**src/rtl/ch1_sweep_ctrl.sv**
```systemverilog
// Channel 1 frequency-sweep sequencer: NR10/NR14 decode, sweep frame
// counter and the LOAD/SHIFT/CHECK/UPDATE control FSM for the datapath.
module ch1_sweep_ctrl (
    input  logic       apu_clk,
    input  logic       apu_reset,
    input  logic [7:0] d,
    input  logic       apu_wr,
    input  logic       ff10,
    input  logic       ff14,
    input  logic       tick_128hz,
    input  logic       sum_ovf,
    output logic       ch1_ld_shift,
    output logic       ch1_shift_clk,
    output logic       ch1_freq_upd,
    output logic       nff10_d3,
    output logic       ch1_sweep_off,
    output logic       sweep_busy
);

    typedef enum logic [2:0] {
        IDLE,
        LOAD,
        SHIFT,
        CHECK,
        UPDATE,
        RECHK_LOAD,
        RECHK_SHIFT,
        RECHK_CHECK
    } state_t;

    state_t     state;
    state_t     state_n;
    logic [2:0] period;
    logic       negate;
    logic [2:0] shift;
    logic [3:0] pcnt;
    logic [2:0] step;
    logic       sweep_en;
    logic       neg_used;
    logic       pending;
    logic       is_upd;

    logic       trig;
    logic       nr10_wr;
    logic       tick_go;
    logic       cnt_wrap;
    logic       calc_req;
    logic       start;
    logic       chk;
    logic       ovf_fail;
    logic [3:0] reload;

    assign trig     = apu_wr & ff14 & d[7];
    assign nr10_wr  = apu_wr & ff10;
    assign tick_go  = tick_128hz & sweep_en & ~trig;
    assign cnt_wrap = (pcnt <= 4'd1);
    assign calc_req = tick_go & cnt_wrap & (period != 3'd0);
    assign start    = (state == IDLE) & (pending | calc_req);
    assign chk      = (state == CHECK) | (state == RECHK_CHECK);
    assign ovf_fail = chk & ~negate & sum_ovf;
    assign reload   = (period == 3'd0) ? 4'd8 : {1'b0, period};

    assign nff10_d3   = ~negate;
    assign sweep_busy = (state != IDLE);

    always_comb begin
        state_n       = state;
        ch1_ld_shift  = 1'b0;
        ch1_shift_clk = 1'b0;
        ch1_freq_upd  = 1'b0;
        unique case (state)
            IDLE: begin
                if (start)
                    state_n = LOAD;
            end
            LOAD: begin
                ch1_ld_shift = 1'b1;
                state_n = (shift != 3'd0) ? SHIFT : CHECK;
            end
            SHIFT: begin
                ch1_shift_clk = 1'b1;
                if (step == 3'd1)
                    state_n = CHECK;
            end
            CHECK: begin
                if (ovf_fail)
                    state_n = IDLE;
                else if (is_upd && shift != 3'd0)
                    state_n = UPDATE;
                else
                    state_n = IDLE;
            end
            UPDATE: begin
                ch1_freq_upd = 1'b1;
                state_n = RECHK_LOAD;
            end
            RECHK_LOAD: begin
                ch1_ld_shift = 1'b1;
                state_n = (shift != 3'd0) ? RECHK_SHIFT : RECHK_CHECK;
            end
            RECHK_SHIFT: begin
                ch1_shift_clk = 1'b1;
                if (step == 3'd1)
                    state_n = RECHK_CHECK;
            end
            RECHK_CHECK: begin
                state_n = IDLE;
            end
            default: state_n = IDLE;
        endcase
        // a trigger always restarts from scratch
        if (trig)
            state_n = (shift != 3'd0) ? LOAD : IDLE;
    end

    always_ff @(posedge apu_clk or posedge apu_reset) begin
        if (apu_reset)
            state <= IDLE;
        else
            state <= state_n;
    end

    always_ff @(posedge apu_clk or posedge apu_reset) begin
        if (apu_reset) begin
            period <= 3'd0;
            negate <= 1'b0;
            shift  <= 3'd0;
        end else if (nr10_wr) begin
            period <= d[6:4];
            negate <= d[3];
            shift  <= d[2:0];
        end
    end

    always_ff @(posedge apu_clk or posedge apu_reset) begin
        if (apu_reset) begin
            pcnt     <= 4'd0;
            sweep_en <= 1'b0;
        end else if (trig) begin
            pcnt     <= reload;
            sweep_en <= (period != 3'd0) || (shift != 3'd0);
        end else if (tick_go) begin
            pcnt <= cnt_wrap ? reload : pcnt - 4'd1;
        end
    end

    always_ff @(posedge apu_clk or posedge apu_reset) begin
        if (apu_reset)
            step <= 3'd0;
        else if (state == LOAD || state == RECHK_LOAD)
            step <= shift;
        else if (state == SHIFT || state == RECHK_SHIFT)
            step <= step - 3'd1;
    end

    // one request may wait while a sequence is still running
    always_ff @(posedge apu_clk or posedge apu_reset) begin
        if (apu_reset) begin
            pending <= 1'b0;
            is_upd  <= 1'b0;
        end else if (trig) begin
            pending <= 1'b0;
            is_upd  <= 1'b0;
        end else if (start) begin
            pending <= pending & calc_req;
            is_upd  <= 1'b1;
        end else begin
            pending <= pending | calc_req;
        end
    end

    always_ff @(posedge apu_clk or posedge apu_reset) begin
        if (apu_reset) begin
            neg_used      <= 1'b0;
            ch1_sweep_off <= 1'b0;
        end else if (trig) begin
            neg_used      <= 1'b0;
            ch1_sweep_off <= 1'b0;
        end else begin
            if (chk && negate)
                neg_used <= 1'b1;
            if (ovf_fail || (nr10_wr && !d[3] && neg_used))
                ch1_sweep_off <= 1'b1;
        end
    end

endmodule
```
**config.mk**
```make
export PLATFORM = sky130hd
export DESIGN_NAME = ch1_sweep_ctrl
export DESIGN_NICKNAME = d
export VERILOG_FILES = /design/src/rtl/ch1_sweep_ctrl.sv
export SDC_FILE = /design/constraint.sdc
export NUM_CORES = 1
export LEC_CHECK = 0
export CORE_MARGIN = 8
export CORE_UTILIZATION = 25
export DETAILED_ROUTE_END_ITERATION = 8
export DONT_BUFFER_PORTS = 1
export PLACE_DENSITY = 0.35
export SLEW_MARGIN = 20
export SYNTH_ARGS = -nofsm -noshare
export SYNTH_HDL_FRONTEND = slang
export SYNTH_SLANG_ARGS = --single-unit
export TNS_END_PERCENT = 5
```
**constraint.sdc**
```tcl
create_clock -name apu_clk -period 2.1 [get_ports apu_clk]
set_clock_uncertainty 0.05 [all_clocks]
set_input_delay 0.42 -clock apu_clk [delete_from_list [all_inputs] [get_ports apu_clk]]
set_output_delay 0.42 -clock apu_clk [all_outputs]
set_load 0.01 [all_outputs]
```
==> run summary <==
worst slew pin tran: 0.4722 ns
number of port buffers: 0
Clock Tree Buf Depth: 2
Placement Setup Slack: 0.3578 ns
cell taking the most area after synthesis: dfrtp_1
CTS Buf Count: 3
async set-or-reset flop fraction in the synthesized netlist: 1.000
final worst setup slack: 0.3520 ns
top sig layer: met4
# nets final: 156
prevailing post-synth register cell: dfrtp_1
1st-iter DRT viols: 43
Initial Util: 0.2534
Rel. slew slack: 0.6852
# H-tree levels: 1
CP bufs+invs: 1
vias in the first global route: 939
CP required: 2.23 ns
clock network power share: 0.167
critical path capture point type: flop
WP depth: 6
syn nets: 149
num rows: 26
Cell Pwr Density: 1331 nW/um^2
sequential share of the synthesized area: 0.4365
first-pass GRT wire length: 4505 um
Syn Inst Count: 125
Final setup viols: 0
Register-to-Register Path Depth: 6
Hold Crit Class: primary input to async pin
Clock Latency Late Sink: 0.27 ns
Max-Cap Viols: 0
met2 WL: 1306 um
family with the most delay on the worst path: simple AND/OR/NAND/NOR gates
area grow syn2layout: 13.10%
Post-CTS Resized: 0
postcts setup bufs: 0
Comb pwr share: 0.460
Overflow after GRT: 0
DRC errors left: 0
1st-pass router iterations: 4
CTS root buf: clkbuf_8
slowest CP cell: dfrtp_1
Internal Power: 1.125 mW
Core Footprint: 4977 um^2
final clock period utilization by the worst path: 0.8324
Post-synth top cells: dfrtp_1, nand2_1, inv_1
PnR Total Power: 1.899 mW
synth top area cells: dfrtp_1, ha_1, mux2_2
crit path time final: 1.748 ns
Post-synth EDFFs: 0
Clk pin slew, worst setup/hold paths: 0.09 ns
share of the synthesized area in the top cell type: 0.4365
RSZ-0062 raised after global routing: no
most common cell in the netlist: dfrtp_1
TNS Setup: 0 ns
Tot GR Track Use: 0.07689
I/O pin count: 21
largest stage delay on the critical path: 0.43 ns
sw frac: 0.4075
CP Class: flop to flop
DRT antenna net count: 0
critical path arrival: 1.88 ns
worst r2r src: state[0]
peak supply drop: 0.0004669 V
P_sw: 773.8 uW
register area: 550.5 um^2
largest net degree at the start of global routing: 23
Die Ht: 87.03 um
post-DP HPWL: 2222 um
P_leak: 0.6217 nW
synthesized cell area: 1261 um^2
Crit. Startpoint: state[0]
synth unique cells: 39
met1 WL: 1335 um
number of synthesized register bits: 22
Post-Route WL: 2845 um
Antenna Diode Count: 0
outcome: finished clean
register share of total power: 0.373
Die X: 87.03 um
vias per cell: 4.537
Max Fanout on Critical Path: 6
CP Launch Type: flop
gpl congestion: 0.7547
warnings from Yosys: 0
Slew Limit Fails: 0
syn avg cell area: 10.09 um^2
Hold Buf Count CTS: 0
CTS tree: built
share of cells above drive strength 1: 0.1756
routed wire length per instance: 14.15 um
die area: 7573 um^2
footprint of the multi-input gates: 661.9 um^2
fill count: 532
clk sinks: 22
CP Cell Sequence: inv_1 -> ha_1 -> nand2b_1 -> or2_1 -> o221a_2 -> nor3_2
initial antenna violation count: 0
FMAX: 572.1 MHz
Via Count: 912
met3 routed WL: 173 um
Hold Vio Cnt, Final: 0
per-stage QoR:
| stage | instances | hold slack [ns] | utilization | instance area (um^2) |
|---|---|---|---|---|
| after floorplan | 125 | 0.3592 | - | 1261 |
| after global routing | 201 | 0.03450 | 0.2866 | 1426 |
| after global placement | 197 | 0.3269 | 0.2755 | 1371 |
| after CTS | 201 | 0.02586 | 0.2866 | 1426 |
| final | 201 | 0.01528 | 0.2866 | 1426 |
| after detailed placement | 197 | 0.3250 | 0.2755 | 1371 |
per-layer routing:
| metal | vias to the layer above | global-route usage |
|---|---|---|
| met4 | 0 | 0.02973 |
| met3 | 4 | 0.03019 |
| met1 | 433 | 0.08885 |
| met2 | 18 | 0.1242 |
| met5 | - | 0 |
| li1 | 457 | - |
registers in the layout, indices dropped and copies added, names as in the netlist:
name and cells:
sweep_en 1, ch1_sweep_off 1, state 3, negate 1
shift 3, is_upd 1, pending 1, pcnt 4
step 3, period 3, neg_used 1
layout make-up:
class,count,share of cell area
Clock buffer,4,0.03860
Inverter,11,0.02895
Multi-Input combinational cell,90,0.4640
Sequential cell,22,0.3860
Tap cell,70,0.06140
Timing Repair Buffer,4,0.02105
cells in the final DEF (no fill, tap or decap), drive strengths merged, types with 2 or more instances in the layout:
master and count:
clkbuf 4, nand2 13, nor4 2, or2 3, a21oi 6, nor2 7, a31oi 3, buf 4
mux2 7, a211oi 2, nand3 2, dfrtp 22, mux2i 2, nor3 6, a22o 2, inv 11
ha 9, o21ai 10, nor3b 2
path summary, 6_finish.rpt:
check / slack [ns] / endpoint
worst min register to register: 0.46 / neg_used
worst min-delay path: 0.02 / pcnt[1]
worst max register to register: 0.35 / state[0]
max in group asynchronous: 1.74 / pending
worst max-delay path: 0.35 / state[0]
min in group apu_clk: 0.24 / shift[0]
power groups by stage:
stage / registers [mW] / logic (mW) / clock network (mW)
floorplan: 0.678 / 0.726 / 0
global placement: 0.713 / 0.877 / 0
detailed placement: 0.718 / 0.880 / 0
CTS: 0.710 / 0.889 / 0.328
global route: 0.733 / 0.984 / 0.343
finish: 0.709 / 0.874 / 0.316
cells by family after synthesis:
| group | Yosys count | share of synthesized area |
|---|---|---|
| buffers and inverters | 13 | 0.03869 |
| muxes | 9 | 0.07838 |
| AOI/OAI and AO/OA | 31 | 0.1667 |
| and+or+nand+nor | 41 | 0.1905 |
| DFF | 22 | 0.4365 |
| adders and majority gates | 9 | 0.08929 |
Note: power is estimated with default switching activity, not from simulation.
==> RTL change 1: new RTL, same flow settings <==
Reset style: synchronous (`apu_reset`), changed in 6 clocked blocks.
--- a/src/rtl/ch1_sweep_ctrl.sv
+++ b/src/rtl/ch1_sweep_ctrl.sv
@@ -113,14 +113,14 @@
             state_n = (shift != 3'd0) ? LOAD : IDLE;
     end
 
-    always_ff @(posedge apu_clk or posedge apu_reset) begin
+    always_ff @(posedge apu_clk) begin
         if (apu_reset)
             state <= IDLE;
         else
             state <= state_n;
     end
 
-    always_ff @(posedge apu_clk or posedge apu_reset) begin
+    always_ff @(posedge apu_clk) begin
         if (apu_reset) begin
             period <= 3'd0;
             negate <= 1'b0;
@@ -132,7 +132,7 @@
         end
     end
 
-    always_ff @(posedge apu_clk or posedge apu_reset) begin
+    always_ff @(posedge apu_clk) begin
         if (apu_reset) begin
             pcnt     <= 4'd0;
             sweep_en <= 1'b0;
@@ -144,7 +144,7 @@
         end
     end
 
-    always_ff @(posedge apu_clk or posedge apu_reset) begin
+    always_ff @(posedge apu_clk) begin
         if (apu_reset)
             step <= 3'd0;
         else if (state == LOAD || state == RECHK_LOAD)
@@ -154,7 +154,7 @@
     end
 
     // one request may wait while a sequence is still running
-    always_ff @(posedge apu_clk or posedge apu_reset) begin
+    always_ff @(posedge apu_clk) begin
         if (apu_reset) begin
             pending <= 1'b0;
             is_upd  <= 1'b0;
@@ -169,7 +169,7 @@
         end
     end
 
-    always_ff @(posedge apu_clk or posedge apu_reset) begin
+    always_ff @(posedge apu_clk) begin
         if (apu_reset) begin
             neg_used      <= 1'b0;
             ch1_sweep_off <= 1'b0;
Function: differs if apu_reset is asserted again (counterexample within 4 cycles, from zero or initial values and one cycle with apu_reset high); with apu_reset held inactive, the same outputs for 10 cycles.
==> RTL change 1 against the original RTL <==
- design area fell by 11%
- setup slack worse by 0.048 ns
- critical endpoint is now ch1_ld_shift
- die area is 4.3% lower
- routed wire length increased by 6.5%
- area after synthesis is 5.3% lower
- global-route usage grew 0.75 points
- critical path type is now flip-flop to primary output
- sequential cell count unchanged
- largest cell class unchanged
Power is not compared: it rests on default switching activity, and its combinational part moved more than twofold at a synthesized area within 25%.
==> RTL change 1: results (changes against the original RTL) <==
.. list-table::
   :header-rows: 1

   * - Metric
     - Value
   * - Fraction of final layout cells sized beyond drive strength 1
     - 6.522% (-11 points)
   * - Placement-stage worst setup slack
     - 0.3577 ns (-0.00006800 ns)
   * - Routing usage on met3
     - 2.799% (-0.22 points)
   * - Final standard cell count with taps included and fillers excluded
     - 192 (-4.5%)
   * - R2r endpoint
     - pcnt[0]
   * - Maximum fanout along the worst path
     - 18 (+12)
   * - Met2 usage
     - 13.71% (+1.3 points)
   * - Number of DRC markers in iteration 0
     - 51 (+19%)
   * - Share of flip-flops with an asynchronous set or reset after synthesis
     - 0% (-100 points)
   * - Number of placed cells counting well taps
     - 188 (-4.6%)
   * - Kind of cell with the highest combined delay on the critical path
     - flip-flops
   * - Via total after detailed routing
     - 1007 (+10%)
   * - GP Congestion
     - 0.8894 (+18%)
   * - Transition at the pin with the smallest max-transition slack
     - 0.6028 ns (+0.1306 ns)
   * - Mapped Cells
     - 143 (+14%)
   * - Global-route track usage on met1
     - 9.939% (+1.1 points)
   * - Met2 Routed Length
     - 1367 um (+4.7%)
   * - Global-route wire length before repair
     - 4878 um (+8.3%)
   * - Post-detailed-placement half-perimeter wirelength
     - 2309 um (+4.0%)
   * - Leading post-synthesis cells by cell area
     - sky130_fd_sc_hd__dfxtp_1 37%, sky130_fd_sc_hd__a21oi_1 5.0%, sky130_fd_sc_hd__nand2_1 4.7%
   * - End point of the critical path
     - ch1_ld_shift
   * - Routed length on met3
     - 209 um (+21%)
   * - Drt wl/cell
     - 15.78 um (+11%)
   * - Register-to-register setup slack
     - 0.31 ns (-0.04 ns)
   * - Ranking of synthesized cells by instance count
     - 22 x sky130_fd_sc_hd__dfxtp_1, 15 x sky130_fd_sc_hd__nand2_1, 12 x sky130_fd_sc_hd__a21oi_1
   * - Overall routing resource usage
     - 8.444% (+0.75 points)
   * - Largest net degree at the start of global routing
     - 19 (-17%)
   * - Result of the run
     - finished clean
   * - Arr. time, crit path
     - 1.33 ns (-0.55 ns)
   * - Critical path startpoint
     - state[0]
   * - Launching point of the worst reg2reg path
     - pcnt[0]
   * - Peak per-stage delay on the critical path
     - 0.71 ns (+0.28 ns)
   * - Path class of the lowest-slack min-delay path
     - primary input to flip-flop
   * - Cell at the slowest stage of the critical path
     - sky130_fd_sc_hd__dfxtp_1
==> RTL change 1: cell types whose count changed after synthesis, sizes merged, moves of 3 or more <==
cell,before,now
a211oi,2,7
a21oi,6,12
buf,0,6
dfrtp,22,0
dfxtp,0,22
ha,9,4
inv,11,8
mux2,7,0
nand3,2,10
nor2,7,11
o21ai,10,6
or2,3,0
==> RTL change 1: layout make-up <==
type	count	area, um2
multi-input combinational	104	670.6
sequential	22	440.4
fill	506	3397
clock buffer	4	55.05
inverter	8	30.03
tap	54	67.56
==> RTL change 1: cells by family after synthesis <==
group / after synthesis / share of synthesized area [%]
buffers and inverters: 17 / 7.016
XOR/XNOR: 2 / 1.466
adder cells (fa/ha/maj): 4 / 4.189
AO/OA/AOI/OAI: 41 / 25.03
flip-flops: 22 / 36.86
multiplexers: 1 / 0.8377
AND/OR/NAND/NOR: 56 / 24.61
==> RTL change 1: worst min path at each step <==
| stage | start | end | slack (ns) | depth (start not counted) |
|---|---|---|---|---|
| 2_1_floorplan | is_upd | is_upd | 0.37 | 2 |
| 3_3_place_gp | neg_used | neg_used | 0.40 | 2 |
| 3_5_place_dp | neg_used | neg_used | 0.41 | 2 |
| 4_1_cts | apu_reset | state[0] | 0.15 | 1 |
| 5_1_grt | apu_reset | period[2] | 0.15 | 1 |
| 6_report | apu_reset | period[2] | 0.17 | 1 |
==> RTL change 1: power groups by stage <==
stage | Clock [mW] | Sequential (mW) | Combinational, mW
3_3_place_gp | 0 | 0.489 | 0.164
3_5_place_dp | 0 | 0.490 | 0.163
4_1_cts | 0.327 | 0.480 | 0.165
6_report | 0.313 | 0.481 | 0.165
5_1_grt | 0.345 | 0.487 | 0.183
2_1_floorplan | 0 | 0.464 | 0.176
==> RTL change 2: new RTL, config.mk and constraints unchanged <==
Without the edit above. The 8 states of `state_t` get a one-hot encoding in 8 bits.
--- a/src/rtl/ch1_sweep_ctrl.sv
+++ b/src/rtl/ch1_sweep_ctrl.sv
@@ -17,15 +17,15 @@
     output logic       sweep_busy
 );
 
-    typedef enum logic [2:0] {
-        IDLE,
-        LOAD,
-        SHIFT,
-        CHECK,
-        UPDATE,
-        RECHK_LOAD,
-        RECHK_SHIFT,
-        RECHK_CHECK
+    typedef enum logic [7:0] {
+        IDLE        = 8'b00000001,
+        LOAD        = 8'b00000010,
+        SHIFT       = 8'b00000100,
+        CHECK       = 8'b00001000,
+        UPDATE      = 8'b00010000,
+        RECHK_LOAD  = 8'b00100000,
+        RECHK_SHIFT = 8'b01000000,
+        RECHK_CHECK = 8'b10000000
     } state_t;
 
     state_t     state;
Formal check against the unedited RTL: no difference found for any inputs over 10 cycles, from zero or initial values and one cycle with apu_reset high; not proved beyond that.
==> RTL change 2 against the original RTL <==
- the run now ends with setup timing left
- routed wire length rose by 41%
- non-clock buffer count rose by 14
- synthesized cell count rose by 22%
- sequential cell count rose by 5
- worst hold slack improved by 0.016 ns
- total power rose by 2.7%
- setup slack got worse by 0.57 ns
- design area rose by 26%
- cell count rose by 22%
- area after synthesis rose by 19%
- core utilization rose by 2.1 points
- clock power fell by 3%
- critical endpoint is now ch1_ld_shift
- largest cell class unchanged
- highest routed layer unchanged
==> RTL change 2: results (changes against the original RTL) <==
.. list-table::
   :header-rows: 1

   * - Metric
     - Value
   * - Critical path class
     - flip-flop to primary output
   * - NumNets Final
     - 191 (+22%)
   * - Result of the run
     - finished with violations
   * - Total length of routed wires
     - 4012 um (+41%)
   * - Vias per inst
     - 5.037 (+11%)
   * - Fraction of final layout cells sized beyond drive strength 1
     - 23.98% (+6.4 points)
   * - Maximum vdd drop
     - 0.4534 mV (-2.9%)
   * - Sequential fraction of the synthesis area
     - 45.27% (+1.6 points)
   * - Leading post-synthesis cells by cell area
     - sky130_fd_sc_hd__dfrtp_1 44%, sky130_fd_sc_hd__mux2_2 5.3%, sky130_fd_sc_hd__ha_1 3.3%
   * - R2r endpoint
     - state[3]
   * - Sum Neg Setup Slack
     - -0.3505 ns (-0.3505 ns)
   * - Setup violation total in the final timing report
     - 4 (+4)
   * - Cell at the slowest stage of the critical path
     - sky130_fd_sc_hd__or4_4
   * - Maximum fanout along the worst path
     - 4 (-2)
   * - Overall routing resource usage
     - 9.551% (+1.9 points)
   * - Number of DRC markers in iteration 0
     - 87 (+100%)
   * - Worst setup margin
     - -0.2183 ns (-0.5703 ns)
   * - Number of different library cells in the post-synthesis netlist
     - 43 (+10%)
   * - Failing checks
     - setup timing
   * - Launching point of the worst reg2reg path
     - state[7]
   * - Arr. time, crit path
     - 1.85 ns (-0.03 ns)
   * - Placement-stage worst setup slack
     - -0.005703 ns (-0.3635 ns)
   * - Number of nets produced by synthesis
     - 171 (+15%)
   * - Total net switching power
     - 0.7413 mW (-4.2%)
   * - Transition at the pin with the smallest max-transition slack
     - 0.4060 ns (-0.06622 ns)
   * - Number of global-route vias before repair
     - 1292 (+38%)
   * - Leakage
     - 0.8078 nW (+30%)
   * - Post-detailed-placement half-perimeter wirelength
     - 3137 um (+41%)
   * - Global-route wire length before repair
     - 6548 um (+45%)
   * - Number of placed cells counting well taps
     - 242 (+23%)
   * - Register-to-register setup slack
     - -0.02 ns (-0.37 ns)
   * - Peak per-stage delay on the critical path
     - 0.55 ns (+0.12 ns)
   * - Worst R2R Path Depth
     - 5 (-1)
==> RTL change 2: cell count changes after synthesis, moves of 4 or more <==
cell,before,now
sky130_fd_sc_hd__o21ai_1,5,0
sky130_fd_sc_hd__nand4b_1,0,5
sky130_fd_sc_hd__nand3_1,2,7
sky130_fd_sc_hd__nor2_1,6,11
sky130_fd_sc_hd__o21ai_0,4,9
sky130_fd_sc_hd__ha_1,9,4
sky130_fd_sc_hd__dfrtp_1,22,26
==> RTL change 2: logic make-up after synthesis <==
group,share of synthesized area [%]
buffers and inverters,3.515
DFF,45.27
xor gates and xnor gates,2.929
and+or+nand+nor,24.52
muxes,5.272
adders and majority gates,3.347
AOI/OAI and AO/OA,15.15
==> RTL change 2: metal layers <==
layer | global-route usage [%] | share of wire, % | vias to the layer above
met2 | 16.80 | 51 | 22
met4 | 2.819 | 0.67 | 0
met1 | 11.28 | 45 | 615
li1 | - | - | 600
met3 | 2.083 | 3.9 | 2
met5 | 0 | 0 | -
==> RTL change 2: area by class of cell <==
cell class | count | area share [%]
multi-input combinational | 111 | 44.72
clock inverter | 1 | 0.2778
tap | 75 | 5.208
clock buffer | 3 | 2.292
inverter | 11 | 2.431
timing repair buffer | 18 | 7.500
sequential | 27 | 37.57
==> RTL change 2: through the flow <==
stage | area, um2 | hold WS, ns
CTS | 1784 | 0.05007
global placement | 1713 | 0.3535
finish | 1802 | 0.03150
detailed placement | 1713 | 0.3595
global route | 1802 | 0.05784
floorplan | 1495 | 0.4046
==> RTL change 2: worst max-delay path by stage <==
| stage | startpoint | end | slack [ns] |
|---|---|---|---|
| detailed placement | state[7] | state[7] | -0.006 |
| global placement | state[7] | state[7] | 0.03 |
| floorplan | state[7] | ch1_ld_shift | 0.02 |
| global route | state[7] | ch1_ld_shift | -0.28 |
| finish | state[7] | ch1_ld_shift | -0.22 |
| CTS | state[7] | ch1_ld_shift | -0.23 |
==> RTL change 2: power by group through the flow <==
stage | Combinational (mW) | Clock (mW) | Sequential (mW)
floorplan | 0.576 | 0 | 0.759
global placement | 0.832 | 0 | 0.764
detailed placement | 0.840 | 0 | 0.770
CTS | 0.878 | 0.313 | 0.758
global route | 0.999 | 0.343 | 0.779
finish | 0.888 | 0.305 | 0.759
==> RTL change 2: what timing repair did <==
action / 4_1_cts / 5_1_grt
hold buffers: 0 / 0
endpoints found under the hold margin: 0 / 0
gates cloned: 0 / 0
endpoints found under the setup margin: 6 / 8
setup buffers: 0 / 0
pin swaps: 1 / 1
resized for setup: 6 / 3
